## src/rtl/riv_async_fifo_arb_pkg.sv

```systemverilog
// Shared types and helpers for the async-FIFO write-port arbiter.
package riv_async_fifo_arb_pkg;

  typedef enum logic [1:0] {
    IDLE      = 2'd0,
    XFER      = 2'd1,
    UNKNOWN_2 = 2'd2,
    UNKNOWN_3 = 2'd3
  } fsm_t;

  // Wrap-around increment of a requester index in the range 0..n-1.
  function automatic logic [31:0] idx_inc(input logic [31:0] idx, input logic [31:0] n);
    return ((idx + 32'd1) >= n) ? 32'd0 : (idx + 32'd1);
  endfunction

endpackage

```

## src/rtl/riv_rr_pick.sv

```systemverilog
// Rotating-priority picker: the first set request at or above start_i, wrapping at N.
module riv_rr_pick #(
  parameter int N  = 4,
  parameter int IW = 2
) (
  input  logic [N-1:0]  req_i,
  input  logic [IW-1:0] start_i,
  output logic          found_o,
  output logic [IW-1:0] idx_o
);

  logic [IW:0] cand;

  // Scan from the farthest offset down so the nearest hit to start_i is the last write.
  always_comb begin
    found_o = |req_i;
    idx_o   = '0;
    cand    = '0;
    for (int k = N - 1; k >= 0; k--) begin
      cand = {1'b0, start_i} + (IW + 1)'(k);
      if (cand >= (IW + 1)'(N)) begin
        cand = cand - (IW + 1)'(N);
      end
      if (req_i[cand[IW-1:0]]) begin
        idx_o = cand[IW-1:0];
      end
    end
  end

endmodule

```

## src/rtl/riv_async_fifo_wr_arb.sv

```systemverilog
// Round-robin, packet-atomic arbiter sharing one async-FIFO write port among NUM_REQ sources.
module riv_async_fifo_wr_arb
  import riv_async_fifo_arb_pkg::*;
#(
  parameter int NUM_REQ    = 4,
  parameter int DATA_WIDTH = 64,
  parameter int CNT_WIDTH  = 16,
  localparam int IW        = $clog2(NUM_REQ)
) (
  input  logic                          clk,
  input  logic                          rst,
  input  logic                          en,
  input  logic [NUM_REQ-1:0]            req_valid,
  input  logic [NUM_REQ-1:0]            req_last,
  input  logic [NUM_REQ*DATA_WIDTH-1:0] req_data,
  output logic [NUM_REQ-1:0]            req_ready,
  input  logic                          fifo_full,
  output logic                          fifo_wr_en,
  output logic [DATA_WIDTH-1:0]         fifo_wr_data,
  output logic [IW-1:0]                 grant_idx,
  output logic                          busy,
  output logic [CNT_WIDTH-1:0]          pkt_cnt,
  output logic [1:0]                    dbg_state
);

  // Handshake: a beat moves when req_valid[i] & req_ready[i] in the same cycle; ready is
  // only ever raised for the current owner and never depends on that owner's valid.

  fsm_t                 state_q, state_d;
  logic [IW-1:0]        rr_ptr_q, rr_ptr_d;
  logic [IW-1:0]        grant_q, grant_d;
  logic [CNT_WIDTH-1:0] pkt_cnt_q, pkt_cnt_d;
  logic                 pick_found;
  logic [IW-1:0]        pick_idx;
  logic                 beat_acc;

  riv_rr_pick #(.N(NUM_REQ), .IW(IW)) u_pick (
    .req_i   (req_valid),
    .start_i (rr_ptr_q),
    .found_o (pick_found),
    .idx_o   (pick_idx)
  );

  always_ff @(posedge clk) begin
    if (rst) begin
      state_q   <= IDLE;
      rr_ptr_q  <= '0;
      grant_q   <= '0;
      pkt_cnt_q <= '0;
    end else begin
      state_q   <= state_d;
      rr_ptr_q  <= rr_ptr_d;
      grant_q   <= grant_d;
      pkt_cnt_q <= pkt_cnt_d;
    end
  end

  always_comb begin
    state_d    = state_q;
    rr_ptr_d   = rr_ptr_q;
    grant_d    = grant_q;
    pkt_cnt_d  = pkt_cnt_q;
    req_ready  = '0;
    beat_acc   = 1'b0;
    busy       = 1'b0;
    case (state_q)
      IDLE: begin
        if (en && pick_found) begin
          grant_d = pick_idx;
          state_d = XFER;
        end
      end
      XFER: begin
        busy               = 1'b1;
        req_ready[grant_q] = ~fifo_full;
        beat_acc           = req_valid[grant_q] & ~fifo_full;
        if (beat_acc && req_last[grant_q]) begin
          state_d   = IDLE;
          rr_ptr_d  = IW'(idx_inc(32'(grant_q), 32'(NUM_REQ)));
          pkt_cnt_d = pkt_cnt_q + CNT_WIDTH'(1);
        end
      end
      default: state_d = IDLE;
    endcase
  end

  // Write path is purely combinational so fifo_full gates the strobe in the same cycle.
  assign fifo_wr_en   = beat_acc;
  assign fifo_wr_data = req_data[grant_q*DATA_WIDTH +: DATA_WIDTH];
  assign grant_idx    = grant_q;
  assign pkt_cnt      = pkt_cnt_q;
  assign dbg_state    = state_q;

endmodule
```

## config.mk

```make
export PLATFORM = sky130hd
export DESIGN_NAME = riv_async_fifo_wr_arb
export DESIGN_NICKNAME = d
export VERILOG_FILES = /design/src/rtl/riv_async_fifo_arb_pkg.sv /design/src/rtl/riv_rr_pick.sv /design/src/rtl/riv_async_fifo_wr_arb.sv
export SDC_FILE = /design/constraint.sdc
export NUM_CORES = 1
export LEC_CHECK = 0
export ABC_AREA = 1
export CAP_MARGIN = 15
export CORE_AREA = 2 2 140 142
export CTS_BUF_LIST = sky130_fd_sc_hd__clkbuf_4
export DETAILED_ROUTE_END_ITERATION = 8
export DIE_AREA = 0 0 142 144
export PLACE_DENSITY_LB_ADDON = 0.05
export SYNTH_ARGS = -nofsm -noshare
export SYNTH_HDL_FRONTEND = slang
export SYNTH_SLANG_ARGS = --single-unit
```

## constraint.sdc

```tcl
create_clock -name clk -period 2 [get_ports clk]
set_clock_uncertainty 0.1 [all_clocks]
set_input_delay 0.4 -clock clk [delete_from_list [all_inputs] [get_ports clk]]
set_output_delay 0.4 -clock clk [all_outputs]
set_load 0.1 [all_outputs]
```

## Yosys cells after proc, flatten, opt, wreduce, memory -nomap -nowiden

Index checks and enable logic that the tools add are counted.

| word-level totals | value |
|---|---|
| register bits | 22 |
| input port bits | 268 |

| cells by class | value |
|---|---|
| add/sub/neg operators | 9 |
| order comparisons | 11 |
| equal/unequal tests | 3 |
| shifts and indexed selects | 1 |
| muxes and demuxes | 29 |
| bitwise gates (word level) | 3 |
| reduce and logical (&&, ||, !) cells | 8 |

Operators with widths:

| kind | count |
|---|---|
| $shiftx A256 B9 Y64 | 1 |
| $mux W2 | 11 |
| $add A16 B1 Y16 const B | 1 |
| $lt A2 B3 Y1 const B | 5 |
| $bmux W1 S2 | 6 |
| $ge A3 B3 Y1 const B | 4 |
| $mux W1 | 9 |
| $sub A2 B1 Y2 const B | 4 |
| $add A2 B1 Y3 const B | 2 |
| $add A2 B2 Y3 const B | 2 |
| $reduce_and A2 Y1 | 3 |
| $and A4 B4 Y4 | 1 |
| $mux W4 | 1 |
| $ne A2 B2 Y1 const B | 2 |
| $pmux W2 S2 | 1 |
| $reduce_or A4 Y1 | 1 |
| $ge A2 B3 Y1 const B | 1 |
| $logic_and A1 B1 Y1 | 3 |
| $demux W1 S2 | 1 |
| $eq A2 B1 Y1 const B | 1 |
| $ge A2 B1 Y1 const B | 1 |
| $logic_not A2 Y1 | 1 |
| $and A1 B1 Y1 | 1 |
| $not A1 Y1 | 1 |

## Longest topological paths before layout

Gate-level depths: netlist (run 1).

| logic depth | value |
|---|---|
| word-level depth | 9 |
| mapped depth | 11 |
| depth with buffers taken out | 10 |

## By module

Synthesis (run 1) repeated with hierarchy kept, for this count alone.

| unflattened totals | value |
|---|---|
| cell total of the unflattened synthesis | 622 |
| area, all modules | 3,299.4 um^2 |

Modules (own cells, without submodules):

| module | instances | cells each | area each (um^2) |
|---|---|---|---|
| riv_async_fifo_wr_arb | 1 | 576 | 3,110.5 |
| riv_rr_pick | 1 | 46 | 188.9 |

## Worst setup path before layout (run 1)

No wires, ideal clock.

| path | value |
|---|---|
| kind | register to output |
| from | register grant_q[0] (netlist: grant_idx[0]) |
| to | output port fifo_wr_data[0] |
| data arrival time | 3.194 ns |
| slack | -1.694 ns |
| cell stages (with the launch flop) | 5 |
| path buffers | 2 |
| cell sequence | dfxtp_1 clkbuf_1 clkbuf_1 nor2_1 o22ai_1 |

| between the ends | value |
|---|---|
| longest elaborated chain between the ends | 1 |

RTL lines:

| what | RTL line | source |
|---|---|---|
| start: declaration | riv_async_fifo_wr_arb.sv:31 | `logic [IW-1:0] grant_q, grant_d;` |
| start signal: assignment | riv_async_fifo_wr_arb.sv:53 | `grant_q <= grant_d;` |
| $shiftx A256 B9 Y64 | riv_async_fifo_wr_arb.sv:89 | `assign fifo_wr_data = req_data[grant_q*DATA_WIDTH +: DATA_WIDTH];` |
| end: declaration | riv_async_fifo_wr_arb.sv:19 | `output logic [DATA_WIDTH-1:0] fifo_wr_data,` |

Every way passes these cells.

## Worst setup path in the final report (run 1)

| path | value |
|---|---|
| from | register grant_q[1] (netlist: grant_idx[1]) |
| to | output port fifo_wr_en |

| between the ends | value |
|---|---|
| longest elaborated chain between the ends | 4 |

RTL lines:

| what | RTL line | source |
|---|---|---|
| $bmux W1 S2 | riv_async_fifo_wr_arb.sv:76 | `beat_acc = req_valid[grant_q] & ~fifo_full;` |
| $mux W1 (not written as such) | riv_async_fifo_wr_arb.sv:76 |  |
| $and A1 B1 Y1 | riv_async_fifo_wr_arb.sv:76 |  |
| $mux W1 | riv_async_fifo_wr_arb.sv:66 | `case (state_q)` |
| end: declaration | riv_async_fifo_wr_arb.sv:18 | `output logic fifo_wr_en,` |

Every way passes these cells. The select of a mux whose other input is x is not followed.

==> results by stage, run 1 <==
STA:
- The final worst hold slack is 408 ps.
- For the finished layout, the period the worst path requires is 2160 ps.
- The setup violation total in the final timing report is 69.
- Setup repair after global routing could not meet its margin everywhere.
- The final number of hold-violating endpoints is 0.
- Setup total negative slack on the finished layout was measured at -8290 ps.
- Timing would allow up to 463 MHz.
- The ratio of final minimum period to clock period is 108%.
- The max-slew violation total from the final report is 0.
- The post-layout worst setup margin is -160 ps.

Global routing:
- Entering global routing, the biggest net connects 38 pins.
- The first global-routing pass estimated 36100 um of wire.
- The initial antenna violation count was 7.
- The met2 usage in global routing is 40.5%.
- The overall overflow remaining after global route is 0.
- The met3 track demand over resource is 5.26%.
- The most used routing layer in global routing is met2.
- The via count of the first global-routing pass is 5916.
- Global routing consumed, over all layers together, 22.9% of the routing resources.
- For met1 alone, demand over resource in global routing was 27.6%.

Layout:
- Once layout is complete, the cells apart from fillers number 1220.
- The top cell types in the final layout, fill and taps aside, are clkdlybuf4s50_1, nor2_1, buf_12, nand2_1, o21ai_1.
- The library cell used most frequently in the layout, excluding fill and tap cells, is clkdlybuf4s50_1.
- Compared with the post-synthesis result, the final layout area differs by 209%.
- The count of fill cells added during filler insertion is 1787.
- For this run, the post-layout net count is 1251.
- The finished cells cover 9880 um^2.
- The footprint of the multi-input gates is 3670 um^2.
- In the final layout, the share of cells above drive strength 1 is 30.6%.
- Across the whole layout, storage elements account for 439 um^2.

Power:
- For this design the static power due to leakage is 3.60 nW.
- The overall power is approximately 5.7 mW.
- VDD sags by at most 0.000294 V.
- Dividing total power by cell area gives a power density of 573 nW/um^2.

Floorplan:
- The die width is 142 um.
- The total core area is 19100 um^2.
- The number of top-level pins is 358.
- Row generation in the floorplan step produced 51 rows.
- The floorplan die height is roughly 140 um.
- The floorplan die area is 20400 um^2.
- The initial utilization of the core area, before any placement, comes to 16.7%.

Synthesis:
- The synthesized area divided by synthesized cell count is 5.21 um^2.
- In this run, distinct cell masters in the synthesized netlist total 26.
- The number of storage elements in the synthesis netlist is 21.
- Among all flip-flop cells after synthesis, the most frequent one is dfxtp_1.
- Yosys printed 0 warnings.
- Of the synthesized area, sequential elements account for 13.2%.
- The share of async-settable or async-resettable flops after synthesis is 0%.
- The synthesized netlist occupies a cell area of approximately 3200 um^2.
- Counting flops with a built-in enable in the synthesized netlist gives 0.
- The number of nets in the synthesized netlist is 887.
- The gate count of the mapped netlist is 613.

Clocking:
- The number of buffers created by CTS is 3.
- TritonCTS built the clock tree.
- The master cell of the clock root buffer is clkbuf_4.
- The clock net sink count is 21.
- The hold buffer count at cts is 0.
- Clock-pin slew was measured on the worst setup and hold paths at 110 ps.
- Clock latency on the worst-skew pair, taken at its later pin, is 320 ps.
- In this run the number of H-tree levels came out at 1.
- The clock passes through at most 2 buffers.

Setup path:
- The count of cell instances traversed by the critical path is 7.
- The worst setup path is captured at a primary output.
- By startpoint and endpoint, the worst setup path is classified as register to primary output.
- The largest fanout of any net on the critical path is 7.
- The critical path's largest stage delay is 430 ps.
- At the worst endpoint, the required time is ~1500 ps.
- For this design, the slowest cell found on the critical path is dfxtp_4.
- The cell type with the highest occurrence count on the critical path is buf_12.
- The beginning of the worst register-to-register path is grant_idx[1].
- The critical path startpoint is grant_idx[1].
- Data on the critical path arrives at its endpoint at 1660 ps.
- Traced cell by cell, the critical path runs through buf_16, buf_12, o211ai_1, nand2_2, nand2_4, clkinvlp_4, buf_12.
- Together, buffers and inverters on the worst path number 4.
- The cell type group with the largest total delay on the critical path is buffers and inverters.
- The category of the worst setup path launch point is a register.
- The logic depth of the worst register-to-register path is 10.

Place:
- The placed wire-length estimate is around 19000 um.
- The number of placed instances, taps included, is 1189.
- The global placement routability congestion is 1.06.
- The count of input and output buffers is 356.
- The instance area at placement is 9210 um^2.

Detailed routing:
- The via count is roughly 6000.
- The detail route stage leaves a number of antenna-violating nets equal to 0.
- The violation count after the first detailed-routing iteration is 227.
- The total DRC errors in the routed layout is 0.
- Dividing the detail-routed wire length by the instance count gives 20.7 um.
- Dividing the detail-routed via count by the number of cells gives slightly below 5.
- The first-pass detailed-route iteration total is 4.
- The routed design has 25200 um of wire.

Outcome:
- The run finished, with violations left.
- The final reports fail on setup timing.

Worst hold path:
- The cell count of the worst hold path is 2.
- In this run the worst hold path is classified as register to register.
- The worst hold path begins at pkt_cnt[4].

Job:
- The max-capacitance violation count is 0.
-- registers in the layout, indices dropped and copies added, names as in the netlist --
signal	flops
pkt_cnt	16
rr_ptr_q	2
grant_idx	2
dbg_state	1
-- logic make-up (layout without fill, tap and decap cells) --
kind of cell,Yosys count,after routing,synth area share (%)
AND/OR/NAND/NOR,275,275,34.3
AO/OA/AOI/OAI,222,222,37.5
flip-flops,21,21,13.2
buffers and inverters,79,442,10.1
XOR/XNOR,9,9,2.47
other,1,7,0.117
adder cells (fa/ha/maj),6,6,2.35
-- repair_timing --
action                                  4_1_cts  5_1_grt
resized for setup                            55       24
endpoints found under the setup margin       69       74
setup buffers                                 5        4
pin swaps                                     1        3
gates cloned                                  8        4
-- cell usage after synthesis (3+ instances only) --
master / n / area [um^2]
o21ai_0: 133 / 666
xnor2_1: 5 / 43.8
dfxtp_1: 21 / 420
nand4_1: 7 / 43.8
clkbuf_1: 39 / 146
nor2_1: 156 / 586
nand2_1: 89 / 334
nand3_1: 15 / 75.1
inv_1: 26 / 97.6
buf_2: 4 / 20.0
buf_4: 4 / 30.0
ha_1: 6 / 75.1
a21oi_1: 21 / 105
xor2_1: 4 / 35.0
nor3_1: 3 / 15.0
buf_1: 3 / 11.3
o22ai_1: 64 / 400
-- worst min-delay path: cells and delay by family, from the launching register on --
family           cells  cell delay [ps]
AO/OA/AOI/OAI        1               50
flip-flops           1              370
AND/OR/NAND/NOR      1               70
-- final timing paths --
kind | endpoint | slack (ps)
hold reg to reg | pkt_cnt[4] | 410
setup / recovery | fifo_wr_en | -160
setup reg to reg | pkt_cnt[1] | 150
hold / removal | pkt_cnt[4] | 410
-- metal layers --
metal  share of wire [%]  wire length [um]
met1                  39              9960
met2                  51             12800
met3                 6.9              1740
met4                 2.8               707
met5               0.052                13
-- stage by stage --
stage               setup WS, ps  utilization (%)
global placement           -65.4             48.2
global route                -224             51.8
floorplan                   -127                -
detailed placement          -113             48.2
finish                      -160             51.8
CTS                         -185             50.6
-- area by class of cell --
type | count | area share [%]
timing repair buffer | 410 | 53.7
tap | 238 | 3.01
antenna | 6 | 0.152
clock buffer | 3 | 0.228
multi-input combinational | 513 | 37.2
clock inverter | 1 | 0.0507
sequential | 21 | 4.45
inverter | 28 | 1.23
-- power breakdown --
part           switching (mW)  internal (mW)
clock network           0.146         0.0749
registers              0.0290          0.426
logic                    2.92           2.07
No activity file was read; power rests on OpenSTA's default activity.
==> inputs of run 2 (changes only) <==
- CELL_PAD_IN_SITES_DETAIL_PLACEMENT: default -> 1
- CELL_PAD_IN_SITES_GLOBAL_PLACEMENT: default -> 1
- CORE_AREA: 2 2 140 142 -> default
- CORE_ASPECT_RATIO: default -> 0.5
- CORE_MARGIN: default -> 1
- CORE_UTILIZATION: default -> 16
- DIE_AREA: 0 0 142 144 -> default
==> run 2 against run 1 <==
- the run still ends with setup timing left
- worst setup slack got worse by 33 ps
- via count decreased by 0.70%
- non-clock buffer count shrank 4
- largest cell class unchanged
==> results by stage, run 2 (synthesis results as in run 1) <==
Clocking:
- The total number of H-tree levels came to 1 (unchanged).
- The clock latency reported for the late side of the worst-skew pair came to 320 ps (about the same).
- The maximum root-to-sink buffer count is 2 (unchanged).
- The number of buffers created by CTS is 3 (unchanged).
- The hold buffer count at cts is 0 (unchanged).
- The master cell of the clock root buffer is clkbuf_4.
- TritonCTS built the clock tree.
- The clock net sink count is 21 (unchanged).
- The clock edge transition at the registers on the reported setup and hold paths is 130 ps (+20 ps).

Detailed routing:
- The antenna violation net count after detailed routing was 0 (unchanged).
- The post-detailed-routing wire length is 25900 um (+2.9%).
- The routed length per instance is 20.9 um (+1.2%).
- The ratio of routed vias to standard cells came to 4.80 (-2.3%).
- The total DRC errors in the routed layout is 0 (unchanged).
- The first-pass detailed-route iteration total was 4 (unchanged).
- The violation count after the first detailed-routing iteration was 195 (-14%).
- The via count is 5957 (-0.70%).

STA:
- The top achievable clock speed came to 456 MHz (-1.5%).
- The final number of hold-violating endpoints is 0 (unchanged).
- The post-layout worst setup margin was -193 ps (-32.7 ps).
- The setup violation total in the final timing report is 69 (unchanged).
- The shortest clock period the worst path allows after layout is 2190 ps (+32.7 ps).
- The accumulated negative setup slack came to -8570 ps (-280 ps).
- The final worst hold slack is 426 ps (+17.4 ps).
- The ratio of final minimum period to clock period is 110% (+1.6 points).
- The max-slew violation total from the final report was 0 (unchanged).
- Setup repair after global routing could not meet its margin everywhere.

Job:
- The max-capacitance violation count is 0 (unchanged).

Place:
- The global placement routability congestion is 0.834 (-21%).
- The instance area at placement was 9170 um^2 (-0.43%).
- The total instance count after detailed placement was 1207 (+1.5%).
- The placed wire-length estimate came to 18700 um (+0.89%).
- The count of input and output buffers is 356 (unchanged).

Power:
- The overall power came to 5.80 mW (+2.4%).
- The sequential group share of total power is 7.7% (-0.3 points).
- The power density normalized to cell area is 566 nW/um^2 (-1.2%).
- The switching power as a share of total power is 54.5% (-0.13 points).
- The peak supply drop is 0.000148 V (-50%).
- The power share of the clock group is 3.8% (about the same).
- The leakage power summed over all cells came to 3.68 nW (+2.3%).
- The design internal power is 2.64 mW (+2.7%).
- The combinational power share is 88.5% (+0.4 points).
- The net switching power of the design came to 3.16 mW (+2.1%).

Floorplan:
- The floorplan die area came to 20600 um^2 (+0.55%).
- The initial cell density of the core was 16.4% (-0.36 points).
- The number of top-level pins was 358 (unchanged).
- The total number of placement rows is 36 (-29%).
- The total core area is 19500 um^2 (+2.2%).
- The die width is 202 um (+42%).
- The floorplan die height is 102 um (-29%).

Global routing:
- The first-pass GRT wire length is 36300 um (+0.54%).
- The total routing usage reported by global routing is 22.7% (-0.30 points).
- The overall overflow remaining after global route is 0 (unchanged).
- The initial antenna violation count was 1 (-6).
- The via count of the first global-routing pass is 5876 (-0.68%).
- The largest net degree at the start of global routing is 51 (+34%).

Layout:
- The final non-filler cell area is 10200 um^2 (+3.7%).
- The leading cell type in the layout, fill and taps excluded is clkdlybuf4s50_1.
- The layout-stage area growth over the synthesis result is 221%.
- The total number of nets in the final design is 1248 (-0.24%).
- The final cell count without fillers is 1240 (+1.6%).
- The share of final-layout standard cells stronger than drive strength 1 was 35.7% (+5.0 points).
- The flip-flop count of the largest register, all copies and words added is 16 (unchanged).
- The library cells used most frequently in the layout, excluding fill and tap cells, are clkdlybuf4s50_1, nor2_1, buf_12, nand2_1, o21ai_1.

Setup path:
- The data arrival time at the worst-slack endpoint is 1690 ps (+30 ps).
- STA classifies the critical path startpoint as a register.
- The largest fanout of any net on the critical path was 5 (-2).
- The required arrival time at the worst endpoint is 1500 ps (about the same).
- The setup slack on the worst flop-to-flop path is 140 ps (about the same).
- The nature of the critical path endpoint is a primary output.
- The worst setup path is of the register to primary output kind.

Outcome:
- The final reports fail on setup timing.
- The flow ran to the end, but the final reports show violations.

Worst hold path:
- The class of the most critical hold timing path is register to register.
## run 2: cell type report
class	count	area [um^2]
inverter	28	145
antenna	1	2.50
tap	266	333
clock buffer	3	22.5
sequential	21	439
timing repair inverter	1	11.3
multi-input combinational	513	3890
clock inverter	1	5.00
timing repair buffer	406	5390
fill	2186	9260
## run 2: power by group through the flow
stage	sequential [mW]	combinational, mW	clock [mW]
after floorplan	0.493	2.88	0
after global placement	0.457	4.64	0
after detailed placement	0.457	4.68	0
after CTS	0.443	4.89	0.230
after global routing	0.447	5.31	0.247
final	0.445	5.13	0.220
## run 2: critical path, cell delays in order, from the launching register on
cell	delay [ps]
dfxtp_4	440
buf_6	150
buf_4	120
clkbuf_16	130
o21ai_1	100
o22ai_4	220
buf_12	200
## run 2: metal layers
layer	share of wire [%]	global-route usage [%]	routed length (um)	up-vias
li1	-	-	-	2843
met1	42	29.0	10900	2928
met2	52	42.5	13500	154
met3	4.1	2.14	1070	30
met4	1.5	3.09	396	2
met5	0.050	0	13	-
## run 2: timing repair
action | 4_1_cts | 5_1_grt
gates resized for setup | 59 | 109
setup endpoints to repair | 69 | 69
setup buffers | 5 | 5
pin swaps | 5 | 10
gates cloned | 7 | 11
## run 2: stage by stage
stage / util (%) / setup WS, ps
after global routing: 52.5 / -263
after CTS: 49.1 / -183
after floorplan: - / -127
final: 52.5 / -193
after detailed placement: 47.0 / -56.6
after global placement: 47.0 / -44.7
## run 2: path summary, 6_finish.rpt
kind	startpoint	end	depth (start not counted)
max	grant_idx[1]	fifo_wr_data[49]	6
max reg2reg	grant_idx[0]	pkt_cnt[1]	10
min reg2reg	pkt_cnt[4]	pkt_cnt[4]	2
min	pkt_cnt[4]	pkt_cnt[4]	2
==> inputs of run 3 (changes only) <==
- SLEW_MARGIN: default -> 20
==> results of run 3 <==
Final layout, timing and power as in run 2 (identical DEF).
